### src/rtl/fifo_pkg.sv
// Shared definitions for the dual-clock FIFO pointer logic. The write side
// uses them now and the read side will reuse them later.
package fifo_pkg;

  // Pointer width for a given address width. The extra MSB tells a full
  // FIFO apart from an empty one when the address bits are equal.
  function automatic int calc_pw(input int addr_width);
    return addr_width + 1;
  endfunction

  // Number of storage slots for a given address width.
  function automatic int calc_depth(input int addr_width);
    return 1 << addr_width;
  endfunction

  // Default pointer type, sized for the standard 32-entry FIFO.
  localparam int PW_DEFAULT = calc_pw(5);

  typedef logic [PW_DEFAULT-1:0] ptr_t;

  // In gray code, a write pointer exactly one lap ahead of the read pointer
  // matches the read pointer with its two MSBs inverted.
  function automatic ptr_t full_cmp_pattern(input ptr_t p);
    return {~p[PW_DEFAULT-1:PW_DEFAULT-2], p[PW_DEFAULT-3:0]};
  endfunction

endpackage

### src/rtl/b2g_converter.sv
// Binary to gray converter, combinational. Each bit is the XOR of itself
// and the next higher binary bit.
module b2g_converter #(
  parameter int WIDTH = 6
) (
  input  logic [WIDTH-1:0] bin,
  output logic [WIDTH-1:0] gray
);

  assign gray = bin ^ (bin >> 1);

endmodule

### src/rtl/g2b_converter.sv
// Gray to binary converter, combinational. Each binary bit is the XOR of
// all gray bits from the MSB down to that position. Shared by both FIFO
// sides.
module g2b_converter #(
  parameter int WIDTH = 6
) (
  input  logic [WIDTH-1:0] gray,
  output logic [WIDTH-1:0] bin
);

  assign bin[WIDTH-1] = gray[WIDTH-1];

  for (genvar i = 0; i < WIDTH - 1; i++) begin : g_prefix
    assign bin[i] = ^gray[WIDTH-1:i];
  end

endmodule

### src/rtl/fifo_wr_ptr_full.sv
// Write-side pointer and flag stage of the dual-clock FIFO. It keeps the
// binary and gray write pointers, synchronises the read pointer into the
// write clock domain, and produces full, almost_full, the fill level and
// the overflow pulse. Full is pessimistic: a remote read takes three edges
// to lower it, so occupancy is never under-reported.
module fifo_wr_ptr_full
  import fifo_pkg::*;
#(
  parameter int ADDR_WIDTH = 5,
  parameter int AF_MARGIN  = 4
) (
  input  logic                          clk,
  input  logic                          rst,
  input  logic                          wr_en,
  input  logic [calc_pw(ADDR_WIDTH)-1:0] rd_gray_ptr,
  output logic [ADDR_WIDTH-1:0]         wr_addr,
  output logic                          wr_accept,
  output logic [calc_pw(ADDR_WIDTH)-1:0] wr_gray_ptr,
  output logic                          full,
  output logic                          almost_full,
  output logic [calc_pw(ADDR_WIDTH)-1:0] wr_level,
  output logic                          wr_overflow
);

  localparam int LPW    = calc_pw(ADDR_WIDTH);
  localparam int LDEPTH = calc_depth(ADDR_WIDTH);

  localparam logic [LPW-1:0] AF_LEVEL = LPW'(LDEPTH - AF_MARGIN);

  logic [LPW-1:0] wr_bin;
  logic [LPW-1:0] wr_bin_next;
  logic [LPW-1:0] wr_gray_next;
  logic [LPW-1:0] rq1;
  logic [LPW-1:0] rq2;
  logic [LPW-1:0] rd_bin_sync;
  logic [LPW-1:0] full_pattern;
  logic [LPW-1:0] level_next;
  logic           full_next;
  logic           almost_full_next;

  // Writes are refused while full, so the RAM and the pointer stay intact.
  assign wr_accept   = wr_en & ~full;
  assign wr_addr     = wr_bin[ADDR_WIDTH-1:0];
  assign wr_bin_next = wr_bin + LPW'(wr_accept);

  b2g_converter #(
    .WIDTH(LPW)
  ) u_b2g (
    .bin (wr_bin_next),
    .gray(wr_gray_next)
  );

  g2b_converter #(
    .WIDTH(LPW)
  ) u_g2b (
    .gray(rq2),
    .bin (rd_bin_sync)
  );

  // The shared helper is sized for the default pointer width; other
  // widths build the same pattern in place.
  if (LPW == PW_DEFAULT) begin : g_pat_pkg
    assign full_pattern = full_cmp_pattern(rq2);
  end else begin : g_pat_local
    assign full_pattern = {~rq2[LPW-1:LPW-2], rq2[LPW-3:0]};
  end

  // Flags are computed from the next pointer so they line up with
  // wr_gray_ptr in the same cycle.
  assign full_next        = (wr_gray_next == full_pattern);
  assign level_next       = wr_bin_next - rd_bin_sync;
  assign almost_full_next = (level_next >= AF_LEVEL);

  // Pointer, synchroniser and flag registers, all reset together.
  // NOTE: non-blocking assignments let rq2 take the old rq1, forming two
  // real flops; blocking here would collapse the synchroniser into one.
  always_ff @(posedge clk) begin
    if (rst) begin
      wr_bin      <= '0;
      wr_gray_ptr <= '0;
      rq1         <= '0;
      rq2         <= '0;
      full        <= 1'b0;
      almost_full <= 1'b0;
      wr_level    <= '0;
      wr_overflow <= 1'b0;
    end else begin
      rq1         <= rd_gray_ptr;
      rq2         <= rq1;
      wr_bin      <= wr_bin_next;
      wr_gray_ptr <= wr_gray_next;
      full        <= full_next;
      almost_full <= almost_full_next;
      wr_level    <= level_next;
      wr_overflow <= wr_en & full;
    end
  end

endmodule

### config.mk
export PLATFORM = sky130hd
export DESIGN_NAME = fifo_wr_ptr_full
export DESIGN_NICKNAME = d
export VERILOG_FILES = /design/src/rtl/fifo_pkg.sv /design/src/rtl/b2g_converter.sv /design/src/rtl/g2b_converter.sv /design/src/rtl/fifo_wr_ptr_full.sv
export SDC_FILE = /design/constraint.sdc
export NUM_CORES = 1
export LEC_CHECK = 0
export ABC_CLOCK_PERIOD_IN_PS = 4500
export BUFFER_PORTS_ARGS = -buffer_cell sky130_fd_sc_hd__clkbuf_2
export CAP_MARGIN = 15
export CORE_ASPECT_RATIO = 1.5
export CORE_MARGIN = 2
export CORE_UTILIZATION = 57
export CTS_CLUSTER_SIZE = 8
export DETAILED_ROUTE_END_ITERATION = 6
export PLACE_DENSITY = 0.83
export SETUP_SLACK_MARGIN = 0.2
export SYNTH_ARGS = -nofsm -noshare
export SYNTH_HDL_FRONTEND = slang
export SYNTH_SLANG_ARGS = --single-unit
### constraint.sdc
create_clock -name clk -period 4.5 [get_ports clk]
set_clock_uncertainty 0.05 [all_clocks]
set_input_delay 0.45 -clock clk [delete_from_list [all_inputs] [get_ports clk]]
set_output_delay 0.45 -clock clk [all_outputs]
set_load 0.01 [all_outputs]
==> flow_summary.toml <==
[clock_network]
cts.clk_slew.worst_paths_ns = 0.09
cts_buffer_depth = 2
numCtsBuffers = 5
holdBufCountCts = 0
clkLatencyLatePin_ns = 0.33
cts_tree = "yes"
cts-root-buf = "clkbuf_4"
cts_setup_buffers = 0
clkSinkCount = 32
cts_htree_levels = 2
cts_resized = 0

[logic_synthesis]
yosysUniqueCellTypes = 31
synth.yosys.warnings = 0
ys_seq_area_share_pct = 43.72
syn_nets = 166
synth_area_um2 = 1465
synth_cells = 149
netlist_top_cells_area = "dfxtp_1, xnor2_1, ha_1"
syn_area_per_cell_um2 = 9.833
synth_top_area_share_pct = 43.72
ys_ff_latch = 32
synth.largest_area_cell = "dfxtp_1"

[floorplan]
dieArea_um2 = 3000
rows = 22
io_pins = 30
die_h_um = 66.10
start_util_pct = 59.81
core_area_um2 = 2450
chipWidth_um = 45.40

[route]
vias_per_cell = 5.320
dr_total_vias = 1096
antenna_left = 0
routed_wl_um = 2583
drc = 0
drt_iter0_markers = 23
drtPass1Iterations = 4
avgRoutedWirePerCell_um = 12.54

[global_routing]
grt_usage_pct = 21.21
grt_overflow = 0
grt_pass1_wl_um = 4491
grt_pass1_vias = 1058
grt_max_degree = 32
antenna_found_initial = 0

[timing]
finalHoldViolCount = 0
tightest_slew_ns = 0.5930
slew_headroom_pct = 60.47
finalCriticalPeriod_ns = 2.906
slew_violations = 0
finalSetupViolCount = 0
holdWs_ns = 0.2604
fin_crit_sh_pct = 64.58
finalSetupTns_ns = 0
fmaxAchievable_mhz = 344.1
rsz0062_at_grt = "false"

[final_layout]
area_delta_synth_final_pct = 15.20
nets = 198
drive_above_1_share_pct = 23.08
n_fill_cell = 193
diodes = 0
fin_cells = 206
final_util_pct = 68.90

[placed_design]
dp.cells = 198
routabilityCongestion = 0.8949
port_buffers = 29
dp_hpwl_um = 1988

[critical_path]
cp.arrival_ns = 3.10
crit_type = "reg -> reg"
crit_fanout = 5
crit_required_ns = 4.69
start_kind = "register"
crit_path_end_kind = "register"

[power]
power.density_nw_per_um2 = 382.7
leakagePower_nw = 0.8237
vdd_drop_max_mv = 0.3094

[run_status]
outcome = "finished, final reports clean"

[run]
cap_violations = 0

[worst_hold_path]
worst_hold_path_type = "in -> reg"
[layer usage]
metal  up-vias  track usage, %  routed length (um)
met5         -               0                   0
met4         0           11.76                  86
met3        10           7.923                 128
met2        32           34.86                1374
met1       504           22.32                 993
li1        550               -                   -
[logic make-up after synthesis]
logic type / synth area share [%]
flip-flops: 43.72
adder cells (fa/ha/maj): 6.832
buffers and inverters: 2.562
multiplexers: 2.050
AO/OA/AOI/OAI: 4.099
AND/OR/NAND/NOR: 20.15
XOR/XNOR: 20.58
[cell type report]
type | instances | area [um2] | share of cell area, %
multi-input combinational | 107 | 787.0 | 46.63
clock inverter | 1 | 7.507 | 0.4448
tap | 24 | 30.03 | 1.779
inverter | 6 | 22.52 | 1.334
sequential | 32 | 640.6 | 37.95
clock buffer | 7 | 55.05 | 3.262
timing repair buffer | 29 | 145.1 | 8.599
[critical path, cell delays in order (launching register included)]
cell	delay, ns
dfxtp_1	0.33
nor2b_1	0.19
ha_1	0.21
ha_1	0.22
nand3_1	0.11
xor2_1	0.42
inv_1	0.10
ha_1	0.35
a21o_1	0.22
or4b_1	0.53
o311ai_1	0.09
[power breakdown]
| part | internal (W) | leakage (nW) | switching (W) |
|---|---|---|---|
| Sequential | 0.000309 | 0.263 | 0.0000103 |
| Clock | 0.0000764 | 0.0315 | 0.0000951 |
| Combinational | 0.0000722 | 0.529 | 0.0000833 |
| Total | 0.000457 | 0.824 | 0.000189 |
[worst paths after layout]
kind / from / endpoint / slack [ns] / cells past startpoint
setup / recovery: full$_SDFF_PP0_ / almost_full$_SDFF_PP0_ / 1.59 / 10
hold / removal: wr_en / wr_overflow$_SDFF_PP0_ / 0.26 / 3
setup reg to reg: full$_SDFF_PP0_ / almost_full$_SDFF_PP0_ / 1.59 / 10
hold reg to reg: rq1[5]$_SDFF_PP0_ / rq2[5]$_SDFF_PP0_ / 0.39 / 1
[metrics by stage]
stage | cell area [um2] | setup slack [ns] | total power, W
5_1_grt | 1688 | 1.387 | 0.0006907
3_5_place_dp | 1625 | 1.359 | 0.0004805
3_3_place_gp | 1625 | 1.508 | 0.0004756
4_1_cts | 1688 | 1.580 | 0.0006521
6_report | 1688 | 1.594 | 0.0006459
2_1_floorplan | 1465 | 1.550 | 0.0004367
[cell usage after synthesis (all sizes together)]
master / n
buf: 1
dfxtp: 32
nand2b: 2
nor4: 1
mux2i: 3
and3: 2
a21oi: 5
nor2: 22
nand3: 3
clkbuf: 3
and2: 1
inv: 6
o21ai: 1
xnor2: 17
or4b: 1
a21o: 1
and4b: 1
or2: 1
a31oi: 1
o21bai: 1
o311ai: 1
nand2: 7
ha: 8
xor2: 7
xnor3: 3
nor2b: 14
nor3: 4
[registers in the layout, summed over array words and instances (netlist names)]
name         cells
wr_gray_ptr      6
almost_full      1
wr_level         6
full             1
wr_bin           5
rq2              6
rq1              6
wr_overflow      1
[layout by cell type, fill, tap and decap left out, types with 2 or more instances in the layout]
| master | count |
|---|---|
| a21oi_1 | 5 |
| and3_1 | 2 |
| clkbuf_2 | 29 |
| clkbuf_4 | 5 |
| dfxtp_1 | 32 |
| ha_1 | 8 |
| inv_1 | 5 |
| mux2i_1 | 3 |
| nand2_1 | 7 |
| nand2b_1 | 2 |
| nand3_1 | 3 |
| nor2_1 | 22 |
| nor2b_1 | 14 |
| nor3_1 | 4 |
| xnor2_1 | 15 |
| xnor2_2 | 2 |
| xnor3_1 | 2 |
| xor2_1 | 6 |
Power figures use the tool's default switching activity.
